[src/rtl/ntt_stage_scheduler.sv]
// Address and write-back scheduler for an in-place radix-2 DIT NTT: one butterfly per cycle with a drain gap between stages.
// Optional stall input is enabled by defining NTT_SCHED_STALL_EN.
module ntt_stage_scheduler #(
    parameter int RING_SIZE  = 1024,
    parameter int PE_LATENCY = 4,
    localparam int ADDR_W = $clog2(RING_SIZE),
    localparam int STG_W  = $clog2(ADDR_W)
) (
    input  logic              clk,
    input  logic              reset,
    input  logic              start,
`ifdef NTT_SCHED_STALL_EN
    input  logic              stall,
`endif
    output logic              busy,
    output logic              done,
    output logic [STG_W-1:0]  stage,
    output logic              rd_en,
    output logic [ADDR_W-1:0] rd_addr_a,
    output logic [ADDR_W-1:0] rd_addr_b,
    output logic [ADDR_W-2:0] tw_addr,
    output logic              wr_en,
    output logic [ADDR_W-1:0] wr_addr_a,
    output logic [ADDR_W-1:0] wr_addr_b
);

    localparam int KW = ADDR_W - 1;
    localparam int DW = $clog2(PE_LATENCY + 1);
    localparam logic [KW-1:0]    K_LAST = KW'(RING_SIZE / 2 - 1);
    localparam logic [STG_W-1:0] S_LAST = STG_W'(ADDR_W - 1);

    typedef enum logic [1:0] {ST_IDLE, ST_RUN, ST_DRAIN, ST_DONE} state_t;

    state_t            st, st_n;
    logic [KW-1:0]     k, k_n;
    logic [STG_W-1:0]  s, s_n;
    logic [DW-1:0]     d, d_n;
    logic              rd_q;
    logic              hold;

    logic [ADDR_W-1:0] mask_a, kx, a_n, b_n;
    logic [KW-1:0]     mask_k, tw_n;
    logic [STG_W:0]    sh;

    logic              dl_v [PE_LATENCY];
    logic [ADDR_W-1:0] dl_a [PE_LATENCY];
    logic [ADDR_W-1:0] dl_b [PE_LATENCY];

`ifdef NTT_SCHED_STALL_EN
    assign hold = stall;
`else
    assign hold = 1'b0;
`endif

    always_comb begin
        st_n = st;
        k_n  = k;
        s_n  = s;
        d_n  = d;
        case (st)
            ST_IDLE: begin
                if (start) begin
                    st_n = ST_RUN;
                    k_n  = '0;
                    s_n  = '0;
                end
            end
            ST_RUN: begin
                if (k == K_LAST) begin
                    st_n = ST_DRAIN;
                    d_n  = DW'(PE_LATENCY - 1);
                end else begin
                    k_n = k + KW'(1);
                end
            end
            ST_DRAIN: begin
                if (d == '0) begin
                    if (s == S_LAST) begin
                        st_n = ST_DONE;
                        s_n  = '0;
                    end else begin
                        st_n = ST_RUN;
                        s_n  = s + STG_W'(1);
                        k_n  = '0;
                    end
                end else begin
                    d_n = d - DW'(1);
                end
            end
            ST_DONE: st_n = ST_IDLE;
            default: st_n = ST_IDLE;
        endcase
    end

    // a = (k>>s)*2h + (k&(h-1)) is k with a zero bit inserted at position s
    always_comb begin
        mask_a = (ADDR_W'(1) << s_n) - ADDR_W'(1);
        kx     = ADDR_W'(k_n);
        a_n    = ((kx & ~mask_a) << 1) | (kx & mask_a);
        b_n    = a_n | (ADDR_W'(1) << s_n);
        mask_k = (KW'(1) << s_n) - KW'(1);
        sh     = (STG_W + 1)'(ADDR_W - 1) - (STG_W + 1)'(s_n);
        tw_n   = (k_n & mask_k) << sh;
    end

    always_ff @(posedge clk) begin
        if (reset) begin
            st        <= ST_IDLE;
            k         <= '0;
            s         <= '0;
            d         <= '0;
            rd_q      <= 1'b0;
            busy      <= 1'b0;
            done      <= 1'b0;
            stage     <= '0;
            rd_addr_a <= '0;
            rd_addr_b <= '0;
            tw_addr   <= '0;
            for (int i = 0; i < PE_LATENCY; i++) begin
                dl_v[i] <= 1'b0;
                dl_a[i] <= '0;
                dl_b[i] <= '0;
            end
        end else if (!hold) begin
            st    <= st_n;
            k     <= k_n;
            s     <= s_n;
            d     <= d_n;
            rd_q  <= (st_n == ST_RUN);
            busy  <= (st_n == ST_RUN) || (st_n == ST_DRAIN);
            done  <= (st_n == ST_DONE);
            stage <= s_n;
            if (st_n == ST_RUN) begin
                rd_addr_a <= a_n;
                rd_addr_b <= b_n;
                tw_addr   <= tw_n;
            end
            // Write-back pipe tracks the read that is currently on the outputs
            dl_v[0] <= rd_q;
            dl_a[0] <= rd_addr_a;
            dl_b[0] <= rd_addr_b;
            for (int i = 1; i < PE_LATENCY; i++) begin
                dl_v[i] <= dl_v[i-1];
                dl_a[i] <= dl_a[i-1];
                dl_b[i] <= dl_b[i-1];
            end
        end
    end

    assign rd_en     = rd_q & ~hold;
    assign wr_en     = dl_v[PE_LATENCY-1] & ~hold;
    assign wr_addr_a = dl_a[PE_LATENCY-1];
    assign wr_addr_b = dl_b[PE_LATENCY-1];

endmodule
[config.mk]
export PLATFORM = sky130hd
export DESIGN_NAME = ntt_stage_scheduler
export DESIGN_NICKNAME = d
export VERILOG_FILES = /design/src/rtl/ntt_stage_scheduler.sv
export SDC_FILE = /design/constraint.sdc
export NUM_CORES = 1
export LEC_CHECK = 0
export ABC_AREA = 1
export BUFFER_PORTS_ARGS = -buffer_cell sky130_fd_sc_hd__buf_2
export CELL_PAD_IN_SITES_DETAIL_PLACEMENT = 1
export CELL_PAD_IN_SITES_GLOBAL_PLACEMENT = 1
export CORE_MARGIN = 1
export CORE_UTILIZATION = 38
export CTS_CLUSTER_DIAMETER = 120
export DETAILED_ROUTE_END_ITERATION = 8
export PLACE_DENSITY = 0.81
export SLEW_MARGIN = 20
export SYNTH_ARGS = -nofsm -noshare
export SYNTH_HDL_FRONTEND = slang
export SYNTH_SLANG_ARGS = --single-unit
[constraint.sdc]
create_clock -name clk -period 2.86 [get_ports clk]
set_clock_uncertainty 0.15 [all_clocks]
set_input_delay 0.286 -clock clk [delete_from_list [all_inputs] [get_ports clk]]
set_output_delay 0.286 -clock clk [all_outputs]
set_load 0.02 [all_outputs]
## Word-level counts from Yosys, hierarchy flattened

Memory sizes are Yosys's and may differ from the RTL's.
Cells that the tools add are included.

- Eq/ne operators: 10
- Multiplexer cells: 32
- Shifts and indexed selects: 3
- Reduce and logical (&&, ||, !) cells: 5
- Bitwise operators: 18
- Add/sub/neg operators: 6

Operator list:

| operator | number |
|---|---|
| 10-bit two-way mux | 8 |
| 9-bit two-way mux | 4 |
| 9-bit one-hot mux with 3 select lines | 1 |
| 10-bit OR | 2 |
| 9-bit bitwise AND | 2 |
| 4-bit two-way mux | 3 |
| 1-bit OR | 12 |
| 9-bit by 10-bit bitwise AND with 10-bit output | 1 |
| 1-bit by 4-bit left shift with 10-bit output, first input constant | 1 |
| 10-bit by 2-bit subtractor with 10-bit output, second input constant | 1 |
| 9-bit by 1-bit adder with 9-bit output, second input constant | 1 |
| 9-bit equality test, second input constant | 1 |
| 9-bit inverter | 1 |
| 1-bit by 4-bit left shift with 9-bit output, first input constant | 1 |
| 9-bit by 5-bit left shift with 9-bit output | 1 |
| 9-bit by 2-bit subtractor with 9-bit output, second input constant | 1 |
| 2-bit equality test, second input constant | 4 |
| 2-bit two-way mux | 4 |
| 2-bit one-hot mux with 4 select lines | 1 |
| 4-bit one-hot mux with 2 select lines | 1 |
| 1-bit two-way mux | 7 |
| 3-bit two-way mux | 2 |
| 3-bit one-hot mux with 2 select lines | 1 |
| 4-bit by 4-bit subtractor with 5-bit output, first input constant | 1 |
| other kinds (10) | 12 |

- RAM bits: 84
- Flip-flop bits (word level): 50
- Logic and storage cells: 87
- Memories kept: 3
- Output and inout bits: 57

Memories:

| memory | depth | bits a word | read ports | clocked after Yosys merged registers in | wr ports | RTL line | text |
|---|---|---|---|---|---|---|---|
| dl_a | 4 | 10 | 4 | 0 | 4 | 46 | `logic [ADDR_W-1:0] dl_a [PE_LATENCY];` |
| dl_b | 4 | 10 | 4 | 0 | 4 | 47 | `logic [ADDR_W-1:0] dl_b [PE_LATENCY];` |
| dl_v | 4 | 1 | 4 | 0 | 4 | 45 | `logic dl_v [PE_LATENCY];` |

## Logic depth before layout (Yosys ltp)

- Depth in word-level cells: 10
- Mapped depth: 22
- Mapped depth without buffers: 22

## Least setup slack after synthesis

Ideal clock, no wire load.

- Kind: flip-flop to flip-flop
- Start point: register s[1]
- End point: register tw_addr[7]
- Cell stages (with the launch flop): 19
- Buffers on the path: 1
- Slack: 0.021 ns
- Arrival time: 2.615 ns
- Data required time: 2.636 ns
- Cells stage by stage: dfxtp_1 inv_1 ha_1 nand3_1 nand3_2 nand2_1 nand2_1 buf_2 nor2_2 nand2_1 ha_1 nand2_1 inv_2 nand2_1 nand2_1 nor2_1 o21ai_1 a21o_1 a31oi_1

- Word-level cells in the longest chain between the ends: 8
- Elaborated cells between the ends (all ways): 18
- Those cells by class: add/sub: 3; eq/ne: 2; shift: 2; mux: 10; bitwise: 1

RTL lines:

| item | RTL line | text |
|---|---|---|
| start: declaration | 36 | `logic [STG_W-1:0] s, s_n;` |
| start signal: assignment | 127 | `s <= s_n;` |
| 4-bit by 1-bit adder with 4-bit output or 4-bit equality test (tied branches) | 83, 78 |  |
| 4-bit two-way mux | 78 | `if (s == S_LAST) begin` |
| 4-bit two-way mux | 77 | `if (d == '0) begin` |
| 4-bit one-hot mux with 2 select lines | 60 | `case (st)` |
| 1-bit by 4-bit left shift with 9-bit output | 101 | `mask_k = (KW'(1) << s_n) - KW'(1);` |
| 9-bit by 2-bit subtractor with 9-bit output | 101 |  |
| 9-bit bitwise AND | 103 | `tw_n = (k_n & mask_k) << sh;` |
| 9-bit by 5-bit left shift with 9-bit output | 103 |  |
| end signal: assignment | 136 | `tw_addr <= tw_n;` |
| end: declaration | 21 | `output logic [ADDR_W-2:0] tw_addr,` |

Several ways; a longest one is shown, not always the timed one.
A chain may end at the register's enable or synchronous reset.

## Final worst setup path

- Start point: register d[0]
- End point: register tw_addr[7]

- Word-level cells in the longest chain between the ends: 7
- Elaborated cells between the ends (all ways): 13
- Those cells by class: add/sub: 2; eq/ne: 1; shift: 2; mux: 6; bitwise: 1; reduce/logical: 1

RTL lines:

| item | RTL line | text |
|---|---|---|
| start: declaration | 37 | `logic [DW-1:0] d, d_n;` |
| start signal: assignment | 128 | `d <= d_n;` |
| 3-bit zero test (*) | 77 |  |
| 4-bit two-way mux | 77 |  |
| 4-bit one-hot mux with 2 select lines | 60 |  |
| 1-bit by 4-bit left shift with 9-bit output | 101 |  |
| 9-bit by 2-bit subtractor with 9-bit output | 101 |  |
| 9-bit bitwise AND | 103 |  |
| 9-bit by 5-bit left shift with 9-bit output | 103 |  |

Mark *: on every way between the ends. The rest lies on a longest branch, timed or not.

==> impl_metrics.tcl <==
set metrics [dict create \
    final_hold_viol_count 0 \
    netlist_instances 687 \
    diodes 0 \
    mostFrequentLayoutCells "139 x inv_1, 133 x dfxtp_1, 113 x nor2_1, 85 x nand2_1, 58 x buf_2" \
    switching_share_pct 24.4 \
    power.density_mw_per_mm2 680 \
    setup.worst_path.start_class "flop" \
    grt_first_pass_wirelength_um 23100 \
    final_max_slew_viol_count 0 \
    die_y_um 120 \
    grt_overflow 0 \
    regToRegSetupSlack_ns 0.12 \
    yosys_warnings 0 \
    dp_slack_ns -0.175 \
    final.setup.worst_slack_ns 0.124 \
    syn-num-nets 699 \
    die_area_mm2 0.0145 \
    synth_top_flop_cell "dfxtp_1" \
    grt_max_degree 50 \
    synthMuxAreaShare_pct 0 \
    synth-seq-cells 134 \
    syn-cell-area_mm2 0.00532 \
    synthSimpleGateAreaFrac_pct 23.4 \
    drt_pass1_iterations 4 \
    fmax_mhz 365 \
    period_share_pct 95.7 \
    coreArea_mm2 0.0135 \
    status "complete, no violations" \
    place.gp.congestion 0.873 \
    cts_root_buf "clkbuf_16" \
    place_hpwl_um 10500 \
    reg2regPathDepth 15 \
    io_buffers 59 \
    endpoint_kind "flop" \
    syn2layout_area_growth_pct 23.9 \
    drc 0 \
    cp.arrival_ns 2.85 \
    synth_xor_area_share_pct 0.494 \
    synth_top_family_by_area "simple AND/OR/NAND/NOR gates" \
    die_w_um 120 \
    wl_per_cell_um 15.2 \
    tightest_slew_ns 0.517 \
    floorplan.initialDensity_pct 39.5 \
    whs_path_depth 2 \
    cts_tree "built" \
    vias 4488 \
    wirelength_um 14400 \
    critPathKind "flop to flop" \
    insertion_delay_ns 0.41 \
    power.ir.vdd_worst_uv 379 \
    p_leak_nw 3.07 \
    comb_power_share_pct 6.8 \
    layout-drive-gt1-share_pct 23.5 \
    setup_tns_ns 0 \
    seqPwrFrac_pct 44.3 \
    vias_per_cell 4.73 \
    holdPathEnd "dl_b[0][12]" \
    hp-class "primary input to flop" \
    cts-buffers-inserted 17 \
    ios 60 \
    grt_setup_unrepaired "yes" \
    synth_edf_count 0 \
    ys_async_sr_fraction_pct 0 \
    reg2reg_from "d[0]" \
    nets 772 \
    period_needed_ns 2.74 \
    clk_pin_slew_ns 0.06 \
    synth-adder-area-share_pct 2.12 \
    cts_max_path_buffers 2 \
    antenna_left 0 \
    required_ns 2.98 \
    switchingPower_mw 1.09 \
    cts_max_level 4 \
    cts_sinks 134 \
    setup_viol 0 \
    cell_internal_pwr_mw 3.38 \
    synth_cell_type_count 44 \
    cp_max_fo 12 \
    rows 42 \
    slew_headroom_pct 65.1 \
    initialDrtViolationCount 285 \
    layout_commonest_cell "inv_1" \
    grt_pass1_vias 4756 \
    hold_start "reset" \
    grt_usage_pct 20.9 \
    max_cap_violations 0 \
    synth-compound-area-share_pct 8.55 \
    antenna_found_initial 0 \
    clockPowerShare_pct 48.9 \
    yosysSeqAreaShare_pct 50.5 \
    avgSynthCellArea_um2 7.74 \
    r2r-end "tw_addr[7]" \
]
[metrics by stage]
step / util [%] / total power [mW] / cell area [µm²] / cells / hold slack [ns]
after detailed placement: 43.5 / 2.33 / 5850 / 914 / 0.245
after CTS: 48.2 / 4.52 / 6480 / 947 / 0.173
after floorplan: - / 2.21 / 5320 / 687 / 0.238
after global placement: 43.5 / 2.31 / 5850 / 914 / 0.239
final: 48.9 / 4.47 / 6580 / 949 / 0.179
after global routing: 48.9 / 4.65 / 6580 / 949 / 0.193
[flip-flops by register name (all words and copies together) (netlist names)]
| register | flops |
|---|---|
| dl_a | 40 |
| rd_en | 1 |
| d | 3 |
| rd_addr_b | 10 |
| st | 2 |
| dl_b | 40 |
| dl_v | 4 |
| s | 4 |
| rd_addr_a | 10 |
| k | 9 |
| done | 1 |
| tw_addr | 9 |
| busy | 1 |
[synth_stat cells, drive strengths merged (2+ instances only)]
cell type,count,area share [%]
a31oi,4,0.47
dfxtp,134,50
xor2,2,0.33
o21ai,20,2.2
nor2,123,9.5
a21oi,17,1.8
o211ai,6,1.0
o22ai,9,1.1
nand3,45,4.6
or2,2,0.24
o21a,6,0.85
ha,9,2.1
inv,151,11
nand4,5,0.59
buf,28,3.5
nand2,97,7.3
nor3,7,0.75
clkbuf,11,0.78
[worst max-delay path, cell delays in order (launching register included)]
cell	delay (ns)
dfxtp_2	0.33
inv_1	0.05
ha_2	0.19
ha_4	0.18
nand3_4	0.12
nand2_1	0.10
a21oi_2	0.18
buf_4	0.21
nand2_1	0.11
nor2_1	0.20
nand2_1	0.12
nand3_1	0.14
o21ai_2	0.09
or2_1	0.24
nand3_1	0.10
a31oi_1	0.09
[logic make-up after synthesis]
| kind of cell | after synthesis |
|---|---|
| and+or+nand+nor | 282 |
| AOI/OAI and AO/OA | 69 |
| adders and majority gates | 9 |
| buffers and inverters | 190 |
| xor gates and xnor gates | 3 |
| DFF | 134 |
[metal layers]
layer	part of all wire, %	wire [µm]	track usage (%)
met1	41	5870	22.0
met5	0	0	0
met2	54	7770	39.5
met4	2.1	299	7.18
met3	3.4	494	5.57
[worst max-delay path by stage]
stage / endpoint / cells past startpoint / from / slack, ns
finish: tw_addr[7] / 15 / d[0] / 0.12
global route: tw_addr[5] / 20 / d[0] / -0.04
CTS: tw_addr[8] / 22 / d[0] / 0.003
detailed placement: tw_addr[8] / 22 / d[0] / -0.18
global placement: tw_addr[8] / 22 / d[0] / 0.03
floorplan: tw_addr[7] / 18 / s[1] / 0.02
[area by class of cell]
type                            count  area [µm²]
Inverter                          151         567
Sequential cell                   134        2680
Multi-Input combinational cell    363        1940
Tap cell                          176         220
Timing Repair Buffer               93         573
Fill cell                        1662        6870
Clock inverter                     13         148
Clock buffer                       19         453
[power by group through the flow]
stage	clock network, mW	logic [mW]	registers (mW)
after global placement	0	0.292	2.02
after global routing	2.32	0.340	1.99
final	2.19	0.305	1.98
after CTS	2.23	0.308	1.98
after floorplan	0	0.152	2.05
after detailed placement	0	0.303	2.02
[timing repair]
item,in CTS,in global routing
hold buffers,0,0
pin swaps,1,9
endpoints found under the setup margin,15,24
cloned,0,0
gates resized for setup,6,24
buffers inserted,1,2
Note: power is estimated with default switching activity, not from simulation.
